**src/rtl/clause_array_pkg.sv**
```systemverilog
// Shared literal/variable encodings, BCP state type and the lowest-set-bit
// helper used by the clause array.
package clause_array_pkg;

  localparam logic [1:0] LIT_ABSENT = 2'b00;
  localparam logic [1:0] LIT_POS    = 2'b01;
  localparam logic [1:0] LIT_NEG    = 2'b10;

  localparam logic [1:0] VAR_FREE   = 2'b00;
  localparam logic [1:0] VAR_TRUE   = 2'b01;
  localparam logic [1:0] VAR_FALSE  = 2'b10;

  typedef enum logic [1:0] {IDLE, SCAN, EMIT, DONE} bcp_state_e;

  // Two's-complement trick isolates the lowest set bit; callers size via casts.
  function automatic logic [63:0] lowest_set(input logic [63:0] v);
    return v & (~v + 64'd1);
  endfunction

endpackage

```
**src/rtl/clause_eval.sv**
```systemverilog
// Combinational evaluation of one clause against one assignment:
// satisfied / unit / conflict, plus the implied literal for a unit clause.
module clause_eval
  import clause_array_pkg::*;
#(
  parameter int NUM_VARS = 8,
  parameter int WIDTH_VI = $clog2(NUM_VARS)
) (
  input  logic [NUM_VARS*2-1:0] clause,
  input  logic [NUM_VARS*2-1:0] assignment,
  output logic                  sat,
  output logic                  unit,
  output logic                  conflict,
  output logic [WIDTH_VI-1:0]   unit_var,
  output logic                  unit_val
);

  function automatic logic lit_present(input logic [1:0] lit);
    return (lit == LIT_POS) || (lit == LIT_NEG);
  endfunction

  function automatic logic var_free(input logic [1:0] st);
    return (st == VAR_FREE) || (st == 2'b11);
  endfunction

  logic any_true;
  logic one_free;
  logic multi_free;

  // Track "seen one free literal" and "seen a second" instead of a counter.
  always_comb begin
    any_true   = 1'b0;
    one_free   = 1'b0;
    multi_free = 1'b0;
    unit_var   = '0;
    unit_val   = 1'b0;
    for (int v = 0; v < NUM_VARS; v++) begin
      if ((clause[2*v +: 2] == LIT_POS && assignment[2*v +: 2] == VAR_TRUE) ||
          (clause[2*v +: 2] == LIT_NEG && assignment[2*v +: 2] == VAR_FALSE))
        any_true = 1'b1;
      if (lit_present(clause[2*v +: 2]) && var_free(assignment[2*v +: 2])) begin
        if (one_free) begin
          multi_free = 1'b1;
        end else begin
          one_free = 1'b1;
          unit_var = WIDTH_VI'(v);
          unit_val = (clause[2*v +: 2] == LIT_POS);
        end
      end
    end
  end

  assign sat      = any_true;
  assign unit     = !any_true && one_free && !multi_free;
  assign conflict = !any_true && !one_free;

endmodule

```
**src/rtl/clause_array_bcp.sv**
```systemverilog
// Clause store with learnt-slot allocation and a one-clause-per-cycle
// Boolean constraint propagation engine emitting implications via valid/ready.
module clause_array_bcp
  import clause_array_pkg::*;
#(
  parameter int NUM_CLAUSES = 8,
  parameter int NUM_VARS    = 8,
  parameter int WIDTH_CI    = $clog2(NUM_CLAUSES),
  parameter int WIDTH_VI    = $clog2(NUM_VARS)
) (
  input  logic                   clk,
  input  logic                   rst,
  input  logic [NUM_CLAUSES-1:0] wr_i,
  input  logic [NUM_VARS*2-1:0]  clause_i,
  input  logic                   learnt_wr_i,
  output logic                   learnt_full_o,
  output logic [NUM_CLAUSES-1:0] learntc_insert_index_o,
  input  logic [NUM_VARS*2-1:0]  var_value_i,
  output logic [NUM_VARS*2-1:0]  var_value_o,
  input  logic                   start_i,
  input  logic                   abort_i,
  output logic                   busy_o,
  output logic                   impl_valid_o,
  input  logic                   impl_ready_i,
  output logic [WIDTH_VI-1:0]    impl_var_o,
  output logic                   impl_val_o,
  output logic [WIDTH_CI-1:0]    impl_clause_o,
  output logic                   done_o,
  output logic                   conflict_o,
  output logic [WIDTH_CI-1:0]    conflict_clause_o
);

  localparam logic [WIDTH_CI-1:0] LAST_IDX = WIDTH_CI'(NUM_CLAUSES - 1);

  function automatic logic slot_valid(input logic [NUM_VARS*2-1:0] c);
    logic any;
    any = 1'b0;
    for (int v = 0; v < NUM_VARS; v++)
      if (c[2*v +: 2] != LIT_ABSENT && c[2*v +: 2] != 2'b11) any = 1'b1;
    return any;
  endfunction

  logic [NUM_VARS*2-1:0]  mem      [NUM_CLAUSES];
  logic [NUM_VARS*2-1:0]  mem_next [NUM_CLAUSES];
  logic [NUM_CLAUSES-1:0] free_next;

  bcp_state_e            state;
  logic [WIDTH_CI-1:0]   idx;
  logic                  pass_impl;

  logic                  ev_sat;
  logic                  ev_unit;
  logic                  ev_conflict;
  logic [WIDTH_VI-1:0]   ev_var;
  logic                  ev_val;
  logic                  cur_valid;

  // Writes only land in IDLE; a direct write pre-empts a learnt insert.
  always_comb begin
    for (int c = 0; c < NUM_CLAUSES; c++) mem_next[c] = mem[c];
    if (state == IDLE) begin
      if (|wr_i) begin
        for (int c = 0; c < NUM_CLAUSES; c++)
          if (wr_i[c]) mem_next[c] = clause_i;
      end else if (learnt_wr_i) begin
        for (int c = 0; c < NUM_CLAUSES; c++)
          if (learntc_insert_index_o[c]) mem_next[c] = clause_i;
      end
    end
    free_next = '0;
    for (int c = 0; c < NUM_CLAUSES; c++) free_next[c] = !slot_valid(mem_next[c]);
  end

  // The insert index is computed from the post-write contents so it is current
  // one cycle after any write.
  always_ff @(posedge clk or posedge rst) begin
    if (rst) begin
      for (int c = 0; c < NUM_CLAUSES; c++) mem[c] <= '0;
      learntc_insert_index_o <= NUM_CLAUSES'(1);
      learnt_full_o          <= 1'b0;
    end else begin
      for (int c = 0; c < NUM_CLAUSES; c++) mem[c] <= mem_next[c];
      learntc_insert_index_o <= NUM_CLAUSES'(lowest_set(64'(free_next)));
      learnt_full_o          <= (state == IDLE) && learnt_wr_i && !(|wr_i) &&
                                !(|learntc_insert_index_o);
    end
  end

  assign cur_valid = slot_valid(mem[idx]);

  clause_eval #(
    .NUM_VARS (NUM_VARS),
    .WIDTH_VI (WIDTH_VI)
  ) u_eval (
    .clause     (mem[idx]),
    .assignment (var_value_o),
    .sat        (ev_sat),
    .unit       (ev_unit),
    .conflict   (ev_conflict),
    .unit_var   (ev_var),
    .unit_val   (ev_val)
  );

  assign busy_o = (state != IDLE);

  // After an accepted implication at the last slot, another pass is always due.
  always_ff @(posedge clk or posedge rst) begin
    if (rst) begin
      state             <= IDLE;
      idx               <= '0;
      pass_impl         <= 1'b0;
      var_value_o       <= '0;
      impl_valid_o      <= 1'b0;
      impl_var_o        <= '0;
      impl_val_o        <= 1'b0;
      impl_clause_o     <= '0;
      done_o            <= 1'b0;
      conflict_o        <= 1'b0;
      conflict_clause_o <= '0;
    end else if (state != IDLE && abort_i) begin
      state        <= IDLE;
      impl_valid_o <= 1'b0;
      done_o       <= 1'b0;
    end else begin
      done_o <= 1'b0;
      case (state)
        IDLE: begin
          if (start_i) begin
            var_value_o       <= var_value_i;
            idx               <= '0;
            pass_impl         <= 1'b0;
            conflict_o        <= 1'b0;
            conflict_clause_o <= '0;
            state             <= SCAN;
          end
        end
        SCAN: begin
          if (cur_valid && !ev_sat && ev_conflict) begin
            conflict_o        <= 1'b1;
            conflict_clause_o <= idx;
            done_o            <= 1'b1;
            state             <= DONE;
          end else if (cur_valid && ev_unit) begin
            impl_valid_o  <= 1'b1;
            impl_var_o    <= ev_var;
            impl_val_o    <= ev_val;
            impl_clause_o <= idx;
            state         <= EMIT;
          end else if (idx == LAST_IDX) begin
            if (pass_impl) begin
              pass_impl <= 1'b0;
              idx       <= '0;
            end else begin
              done_o <= 1'b1;
              state  <= DONE;
            end
          end else begin
            idx <= idx + WIDTH_CI'(1);
          end
        end
        EMIT: begin
          if (impl_ready_i) begin
            var_value_o[2*impl_var_o +: 2] <= impl_val_o ? VAR_TRUE : VAR_FALSE;
            impl_valid_o <= 1'b0;
            state        <= SCAN;
            if (idx == LAST_IDX) begin
              idx       <= '0;
              pass_impl <= 1'b0;
            end else begin
              idx       <= idx + WIDTH_CI'(1);
              pass_impl <= 1'b1;
            end
          end
        end
        DONE: state <= IDLE;
        default: state <= IDLE;
      endcase
    end
  end

endmodule

```
**config.mk**
```make
export PLATFORM = sky130hd
export DESIGN_NAME = clause_array_bcp
export DESIGN_NICKNAME = d
export VERILOG_FILES = /design/src/rtl/clause_array_pkg.sv /design/src/rtl/clause_eval.sv /design/src/rtl/clause_array_bcp.sv
export SDC_FILE = /design/constraint.sdc
export NUM_CORES = 1
export LEC_CHECK = 0
export ABC_AREA = 1
export ABC_CLOCK_PERIOD_IN_PS = 16690
export CORE_ASPECT_RATIO = 1.75
export CORE_MARGIN = 2
export CORE_UTILIZATION = 48
export CTS_BUF_LIST = sky130_fd_sc_hd__clkbuf_16
export CTS_CLUSTER_SIZE = 25
export DETAILED_ROUTE_END_ITERATION = 8
export PLACE_DENSITY = 0.67
export SLEW_MARGIN = 10
export SYNTH_ARGS = -nofsm -noshare
export SYNTH_HDL_FRONTEND = slang
export SYNTH_SLANG_ARGS = --single-unit
```
**constraint.sdc**
```tcl
create_clock -name clk -period 16.69 [get_ports clk]
set_input_delay 2.5035 -clock clk [delete_from_list [all_inputs] [get_ports clk]]
set_output_delay 2.5035 -clock clk [all_outputs]
set_load 0.05 [all_outputs]
```
**Word level (Yosys, flattened, before mapping)**

Cells that the tools add are included.

- Flip-flop bits (word level): 172
- Bits of input ports: 46
- Output and inout bits: 39
- Word-level logic and storage cells: 595

- Add/sub/neg operators: 3
- Order comparisons: 1
- Eq/ne operators: 129
- Shift-type cells: 2
- Multiplexer cells: 196
- Bitwise logic cells: 5
- Reduce and logical (&&, ||, !) cells: 238

Operators with widths:

| cell | count |
|---|---|
| 2-to-1 mux 128 bit | 3 |
| 2-to-1 mux 16 bit | 20 |
| inequality test 2 bit (second input constant) | 78 |
| nonzero test 2 bit | 75 |
| 2-to-1 mux 1 bit | 135 |
| logical AND 1 bit | 106 |
| 2-to-1 mux 3 bit | 21 |
| equality test 2 bit (second input constant) | 26 |
| binary-select mux 16 bit (select 3 bit) | 1 |
| equality test 2 x 1 -> 1 bit (second input constant) | 17 |
| negation 4 -> 34 bit | 1 |
| variable shift 2 x 34 -> 16 bit (first input constant) | 1 |
| indexed part select 2 x 34 -> 16 bit | 1 |
| one-hot mux 16 bit (2 select lines) | 1 |
| logical OR 1 bit | 24 |
| AND reduction 4 bit | 5 |
| logical NOT 2 bit | 9 |
| bitwise mux 16 bit | 1 |
| 2-to-1 mux 2 bit | 8 |
| OR reduction 8 bit | 2 |
| AND reduction 7 bit | 2 |
| logical NOT 1 bit | 13 |
| inequality test 3 bit (second input constant) | 4 |
| inequality test 5 bit (second input constant) | 2 |
| other kinds (15) | 18 |

**Longest topological paths before layout**

Gate-level depths: netlist of the first run.

- Depth after elaboration: 29
- Mapped depth: 24
- Mapped depth without buffers: 22

**Hierarchy**

A second synthesis of the first run with hierarchy kept.

- Cell total of the unflattened synthesis: 2,651
- Area, all modules: 15,013.1 um^2

Modules (own cells, without submodules):

| module | times used | cells each | area each (um^2) | seq. area each (um^2) |
|---|---|---|---|---|
| clause_array_bcp | 1 | 2,471 | 13,984.7 | 4,305.4 |
| clause_eval | 1 | 180 | 1,028.5 | 0.0 |

**Worst setup path before layout of the first run**

No wires, ideal clock.

- Path kind: in2reg
- Start point: in wr_i[0]
- End point: reg learntc_insert_index_o[4]
- Data arrival time: 4,087 ps
- Required time: 16,572 ps
- Slack: 12,485 ps
- Cell stages on the path: 16
- Path buffers: 3
- Cell sequence: buf_4 -> nor2_4 -> nand2_4 -> o21ai_4 -> buf_4 -> buf_4 -> nand4_1 -> nand2_1 -> nand2_1 -> nand2_1 -> nand2_1 -> nor2_1 -> nand2_2 -> nand2_2 -> nor2_2 -> nor2b_1

- Word-level cells in the longest chain between the ends: 17
- Elaborated cells between the ends (all ways): 172

Ends and longest elaborated chain:

| what | line | source |
|---|---|---|
| from (decl) | clause_array_bcp.sv:13 | `input logic [NUM_CLAUSES-1:0] wr_i,` |
| OR reduction 8 bit or 2-to-1 mux 16 bit (tied branches) | clause_array_bcp.sv:62, clause_array_bcp.sv:64 |  |
| 2-to-1 mux 128 bit (*) | clause_array_bcp.sv:62 | `if (\|wr_i) begin` |
| 2-to-1 mux 128 bit (*) | clause_array_bcp.sv:61 | `if (state == IDLE) begin` |
| inequality test 2 bit or nonzero test 2 bit (tied branches) | clause_array_bcp.sv:39 | `if (c[2*v +: 2] != LIT_ABSENT && c[2*v +: 2] != 2'b11) any = 1'b1;` |
| logical AND 1 bit | clause_array_bcp.sv:39 |  |
| 2-to-1 mux 1 bit (8 in series) | clause_array_bcp.sv:39 |  |
| logical NOT 1 bit | clause_array_bcp.sv:71 | `for (int c = 0; c < NUM_CLAUSES; c++) free_next[c] = !slot_valid(mem_next[c]);` |
| inverter 8 bit | clause_array_pkg.sv:17 | `return v & (~v + 64'd1);` |
| adder 8 x 1 -> 8 bit | clause_array_pkg.sv:17 |  |
| AND 8 bit (*) | clause_array_pkg.sv:17 |  |
| to (signal assigned) | clause_array_bcp.sv:83 | `learntc_insert_index_o <= NUM_CLAUSES'(lowest_set(64'(free_next)));` |
| to (decl) | clause_array_bcp.sv:17 | `output logic [NUM_CLAUSES-1:0] learntc_insert_index_o,` |

Every way passes the cells marked *; elsewhere a longest branch is shown, timed or not.
A chain may end at the register's enable or synchronous reset.

==> results.tsv, run 1 <==
stage	metric	value	unit
cts	postCtsResizedCells	0	
layout	stdcell_count	2226	
synthesis	synth_edf_count	0	
synthesis	async_flop_share	100	%
detailed_routing	drt-initial-drc-count	1102	
timing	slew_headroom	22.5	%
detailed_routing	antenna_left	0	
placed_design	dp.cells	2194	
timing	tightestPinTransition	1.15	ns
power	p_total	0.00306	W
setup_path	required	17.04	ns
power	p_leak	7.17	nW
layout	n_antenna_cell	0	
timing	clock.fmax	167	MHz
cts	ctsHoldBuffers	0	
cts	clock_path_buffers	2	
layout	multi_input_area	0.00662	sq mm
synthesis	yosysSeqAreaShare	35.4	%
detailed_routing	first_pass_iters	6	
power	switching_share	53.5	%
min_path	hold_class	flip-flop to flip-flop	
layout	utilization	54.6	%
timing	layout_min_cycle_time	5.99	ns
timing	finalSetupViolCount	0	
layout	layout_common_cells	nand2_1, inv_1, o21ai_0	
placed_design	hpwl	32700	um
timing	clock_skew	0.0119	ns
grt	track_usage	32.7	%
synthesis	ys_seq_elements	172	
power	internal_power	0.00143	W
cts	postCtsSetupRepairBufs	0	
layout	seq_area	0.00431	sq mm
synthesis	synth_largest_area_cell	dfrtp_1	
placed_design	place_congestion	0.982	
timing	rsz0062_at_grt	no	
timing	drv_slew	0	
setup_path	cp-end-kind	flip-flop	
floorplan	die-area	0.0267	sq mm
floorplan	die_w	124	um
floorplan	die_height	215	um
grt	grt_pass1_vias	12300	
setup_path	worstPathArrival	6.34	ns
synthesis	synth_top_area_share	35.1	%
power	powerDensity	223	mW/mm^2
detailed_routing	vias_per_cell	5.68	
setup_path	startpoint_type	input port	
synthesis	synth.area.top_cells	dfrtp_1, nand2_1, o21ai_0	
cts	path_clk_slew	0.07	ns
power	p_comb_share	61.4	%
synthesis	synth_fp_nets	1950	
synthesis	synth_cell_type_count	51	
grt	grt_max_degree	104	
floorplan	io_pins	85	
layout	drive_gt1_share	4.82	%
detailed_routing	drc	0	
timing	finalCritPeriodShare	35.9	%
floorplan	num_rows	77	
cts	insertion_delay	0.46	ns
grt	grt_first_pass_wirelength	67100	um
setup_path	path_max_fanout	30	
grt	antenna_found_initial	0	
synthesis	syn_area_per_cell	6.54	sq um
cts	htreeDepth	4	
detailed_routing	routedWlPerCell	19.6	um
synthesis	synth_cells	1861	
setup_path	critPathKind	input port to flip-flop	
floorplan	initial_core_util	48.4	%
grt	overflow	0	
timing	final-hold-violation-count	0	
cts	clock-sinks	172	
layout	syn2layout_area_growth	12.8	%
power	pwr-share-clk	14.2	%
timing	fin_ws	10.70	ns
synthesis	ys_warn_count	0	
placed_design	port_buffers	84	
status	status	completed	
layout	fill_cells	2556	
detailed_routing	wl	43700	um
detailed_routing	vias	12600	
synthesis	synth_flop_cell	dfrtp_1	
placed_design	pre_cts_slack	10.35	ns
floorplan	fp.coreArea	0.0251	sq mm
cts	cts_tree	yes	
timing	fin_setup_tns	0	ns
job	cap_violations	0	
layout	final_common_cell	nand2_1	
power	p_sw	0.00164	W
cts	cts-root-buf	clkbuf_16	
power	p_seq_share	24.4	%
power	vdd_drop_max	0.0939	mV
cts	numCtsBuffers	17	
synthesis	syn_area	0.0122	sq mm
layout	nNetsFinal	1986	
[cells in the mapped netlist (2+ instances only)]
cell,number
clkinv_1,4
a21oi_1,88
clkbuf_1,36
nand3_2,4
o22ai_1,16
ha_1,43
nand2_1,672
buf_1,4
o21ai_4,4
a22oi_1,4
buf_6,6
and3_1,2
xnor2_1,7
nor2_4,4
o21ai_1,36
nand4_1,35
nor2_2,2
inv_1,228
o21ai_2,11
buf_4,6
a22o_1,7
dfrtp_1,171
buf_2,24
or2_2,10
o21ai_0,173
nand2_2,6
nor4_1,2
nand3_1,92
nor3_1,17
nor2_1,126
[state kept, by name, summed over array words and instances, names as in the netlist, 2 cells and up]
name,flops
impl_var_o,3
mem,128
idx,3
state,2
learntc_insert_index_o,8
impl_clause_o,3
var_value_o,16
conflict_clause_o,3
[layout make-up]
class	instances	share of cell area [%]
Sequential cell	172	31.4
Timing Repair Buffer	93	6.62
Clock inverter	15	1.44
Tap cell	316	2.88
Inverter	233	6.41
Clock buffer	17	3.10
Multi-Input combinational cell	1380	48.2
[worst max-delay path, stage by stage]
cell	delay, ns
clkdlybuf4s50_1	0.83
nor2_4	0.11
nand2_4	0.22
nor2_8	0.11
o21ai_2	0.78
inv_2	0.11
nand2_1	0.70
nand2_1	0.14
nand2_1	0.14
nand2_1	0.06
nand2_1	0.06
nand2_1	0.05
nor2_1	0.11
nand2_1	0.18
nand3_1	0.14
nor2_1	0.05
[power groups by stage]
stage / registers [W] / logic, W / clock network (W)
3_5_place_dp: 0.000748 / 0.00184 / 0
3_3_place_gp: 0.000745 / 0.00182 / 0
5_1_grt: 0.000768 / 0.00209 / 0.000455
4_1_cts: 0.000744 / 0.00185 / 0.000439
6_report: 0.000748 / 0.00188 / 0.000435
2_1_floorplan: 0.000804 / 0.00121 / 0
[layer usage]
metal	part of all wire [%]	track usage [%]	routed length, um
met1	35	34.3	15300
met2	50	57.2	22000
met3	5.1	4.03	2220
met4	9.6	28.4	4210
met5	0	0	0
[worst paths after layout]
| path | from | endpoint | slack, ns | depth (start not counted) |
|---|---|---|---|---|
| max reg2reg | idx[1] | state[1] | 11.73 | 24 |
| min in group asynchronous | rst | conflict_clause_o[2] | 2.63 | 2 |
| max in group asynchronous | rst | var_value_o[15] | 12.50 | 3 |
| max | wr_i[1] | learntc_insert_index_o[7] | 10.70 | 16 |
| min | impl_clause_o[2] | impl_clause_o[2] | 0.50 | 2 |
| min reg2reg | impl_clause_o[2] | impl_clause_o[2] | 0.50 | 2 |
[metrics by stage]
step	hold slack [ns]	instance area [sq um]
5_1_grt	0.532	13700
3_5_place_dp	0.481	13100
6_report	0.499	13700
2_1_floorplan	0.461	12200
3_3_place_gp	0.465	13100
4_1_cts	0.498	13700
[cells by family after synthesis]
logic type,synth area share (%)
flip-flops,35.4
XOR/XNOR,0.576
adder cells (fa/ha/maj),4.42
AO/OA/AOI/OAI,15.6
buffers and inverters,10.3
AND/OR/NAND/NOR,33.7
No activity file was read; power rests on OpenSTA's default activity.
==> inputs of run 2 (changes only) <==
--- a/config.mk
+++ b/config.mk
@@ -6,7 +6,7 @@
 export NUM_CORES = 1
 export LEC_CHECK = 0
 export ABC_AREA = 1
-export ABC_CLOCK_PERIOD_IN_PS = 16690
+export ABC_CLOCK_PERIOD_IN_PS = 5600
 export CORE_ASPECT_RATIO = 1.75
 export CORE_MARGIN = 2
 export CORE_UTILIZATION = 48
==> constraint.sdc (replaced) <==
create_clock -name clk -period 5.6 [get_ports clk]
set_input_delay 0.84 -clock clk [delete_from_list [all_inputs] [get_ports clk]]
set_output_delay 0.84 -clock clk [all_outputs]
set_load 0.05 [all_outputs]
==> run 2 against run 1 <==
Clock power rose to 2.8 times the previous value. Utilization rose by 0.15 points. Largest cell class unchanged. Final area rose by 0.27%. Wire length rose by 1.6%. First-iteration DRC count fell by 1.4%. Count of clock-buffer cells in the layout did not move. Register-to-register slack got worse by 10 ns. Critical path depth rose by 3. Sequential power rose to 3.0 times the previous value. Total power rose to 3.0 times the previous value.
==> results.tsv, run 2 (same netlist as run 1, synthesis figures left out) <==
stage	metric	value	unit	change
status	status	completed		
layout	nNetsFinal	1994		+0.40%
cts	clock-sinks	172		unchanged
placed_design	place_congestion	0.985		+0.30%
grt	grt_max_degree	97		-6.7%
timing	layout_min_cycle_time	4.32	ns	
cts	insertion_delay	0.46	ns	about the same
layout	reg.largest.list	mem x128, var_value_o x16, learntc_insert_index_o x8		
cts	postCtsSetupRepairBufs	0		unchanged
detailed_routing	vias_per_cell	5.58		-1.8%
timing	hold_ws	0.485	ns	-0.0143 ns
timing	clock.fmax	231	MHz	
power	vdd_drop_max	0.263	mV	+180%
floorplan	fp.coreArea	0.0251	sq mm	unchanged
detailed_routing	antenna_left	0		unchanged
layout	largest_reg_flops	128		unchanged
timing	fin_setup_tns	0	ns	unchanged
detailed_routing	drt-initial-drc-count	1087		-1.4%
detailed_routing	vias	12500		-1.4%
detailed_routing	drc	0		unchanged
setup_path	crit_path_start	idx[0]		
cts	numCtsBuffers	17		unchanged
floorplan	die-area	0.0267	sq mm	unchanged
grt	gr-usage-met2	57.2	%	about the same
cts	postCtsResizedCells	0		unchanged
detailed_routing	first_pass_iters	6		unchanged
power	p_leak	7.18	nW	+0.18%
setup_path	required	5.95	ns	-11.09 ns
timing	clock_skew	0.00890	ns	-0.00305 ns
timing	slew_headroom	16.6	%	-5.9 points
cts	htreeDepth	4		unchanged
job	cap_violations	0		unchanged
power	powerDensity	662	mW/mm^2	+200%
cts	cts-root-buf	clkbuf_16		
cts	path_clk_slew	0.06	ns	about the same
cts	cts_tree	yes		
layout	n_antenna_cell	0		unchanged
floorplan	die_height	215	um	unchanged
layout	final_common_cell	nand2_1		
grt	grt_first_pass_wirelength	67600	um	+0.71%
cts	ctsHoldBuffers	0		unchanged
grt	antenna_found_initial	0		unchanged
layout	syn2layout_area_growth	13.1	%	
layout	drive_gt1_share	5.21	%	+0.40 points
floorplan	io_pins	85		unchanged
grt	grt_pass1_vias	12100		-2.2%
setup_path	r2r-start	idx[0]		
grt	use_met3	6.47	%	+2.4 points
grt	track_usage	33.4	%	+0.66 points
setup_path	worstPathArrival	4.67	ns	-1.67 ns
setup_path	reg2reg_slack	1.28	ns	-10.45 ns
timing	final-hold-violation-count	0		unchanged
placed_design	port_buffers	84		unchanged
timing	finalSetupViolCount	0		unchanged
grt	grtUsageMet1	34.5	%	+0.26 points
detailed_routing	routedWlPerCell	19.9	um	+1.2%
timing	drv_slew	0		unchanged
setup_path	path_max_fanout	63		+110%
layout	layout_common_cells	nand2_1, inv_1, o21ai_0		
setup_path	startpoint_type	flip-flop		
timing	finalCritPeriodShare	77.2	%	
min_path	worstHoldStart	impl_clause_o[1]		
grt	overflow	0		unchanged
timing	rsz0062_at_grt	no		
timing	tightestPinTransition	1.24	ns	+0.0883 ns
floorplan	initial_core_util	48.4	%	unchanged
layout	fill_cells	2500		-2.2%
placed_design	hpwl	33600	um	+2.5%
power	p_total	0.00912	W	+200%
layout	largest_register	mem		
cts	clock_path_buffers	2		unchanged
floorplan	num_rows	77		unchanged
grt	gr-max-usage-layer	met2		
setup_path	cp-end-kind	flip-flop		
detailed_routing	wl	44400	um	+1.6%
floorplan	die_w	124	um	unchanged
setup_path	critPathKind	flip-flop to flip-flop		
min_path	hold_class	flip-flop to flip-flop		
## run 2: critical path, cell delays in order (launching register included)
cell	delay, ns
dfrtp_2	0.41
buf_4	0.32
o21ai_0	0.86
nand2_1	0.13
nand2_1	0.08
o21ai_0	0.15
ha_1	0.35
inv_1	0.05
nand2_1	0.10
nand2_1	0.10
nor2_1	0.33
nand2_1	0.17
nor2_1	0.19
inv_1	0.06
nand2_1	0.07
nand3_1	0.09
o21ai_0	0.37
nor2_1	0.10
nor2_1	0.16
o21ai_0	0.09
## run 2: power breakdown
| group | switching, W | internal (W) |
|---|---|---|
| clock | 0.000550 | 0.000654 |
| sequential | 0.000448 | 0.00179 |
| combinational | 0.00393 | 0.00174 |
## run 2: layer usage
layer	wire (um)	share of wire (%)
met1	15200	34
met2	22000	49
met3	2790	6.3
met4	4450	10
met5	0	0
## run 2: final timing paths
kind | end | depth (start not counted)
max in group asynchronous | mem[42] | 3
max reg2reg | state[1] | 19
min in group asynchronous | conflict_o | 2
max | state[1] | 19
min reg2reg | impl_clause_o[1] | 2
min | impl_clause_o[1] | 2
## run 2: layout make-up
cell class / instances / area [sq um] / share of cell area [%]
inverters: 233 / 880 / 6.39
repair buffers: 101 / 993 / 7.21
clock inverters: 15 / 150 / 1.09
multi-input cells: 1380 / 6620 / 48.1
clock buffers: 17 / 425 / 3.09
well taps: 316 / 395 / 2.87
flip-flops and latches: 172 / 4310 / 31.3
## run 2: metrics by stage
step	setup WS (ns)	util (%)	instance area, sq um	cells
2_1_floorplan	0.102	-	12200	1861
4_1_cts	1.45	54.8	13800	2234
3_5_place_dp	1.12	52.5	13200	2202
3_3_place_gp	1.19	52.5	13200	2202
5_1_grt	0.975	54.8	13800	2234
6_report	1.28	54.8	13800	2234
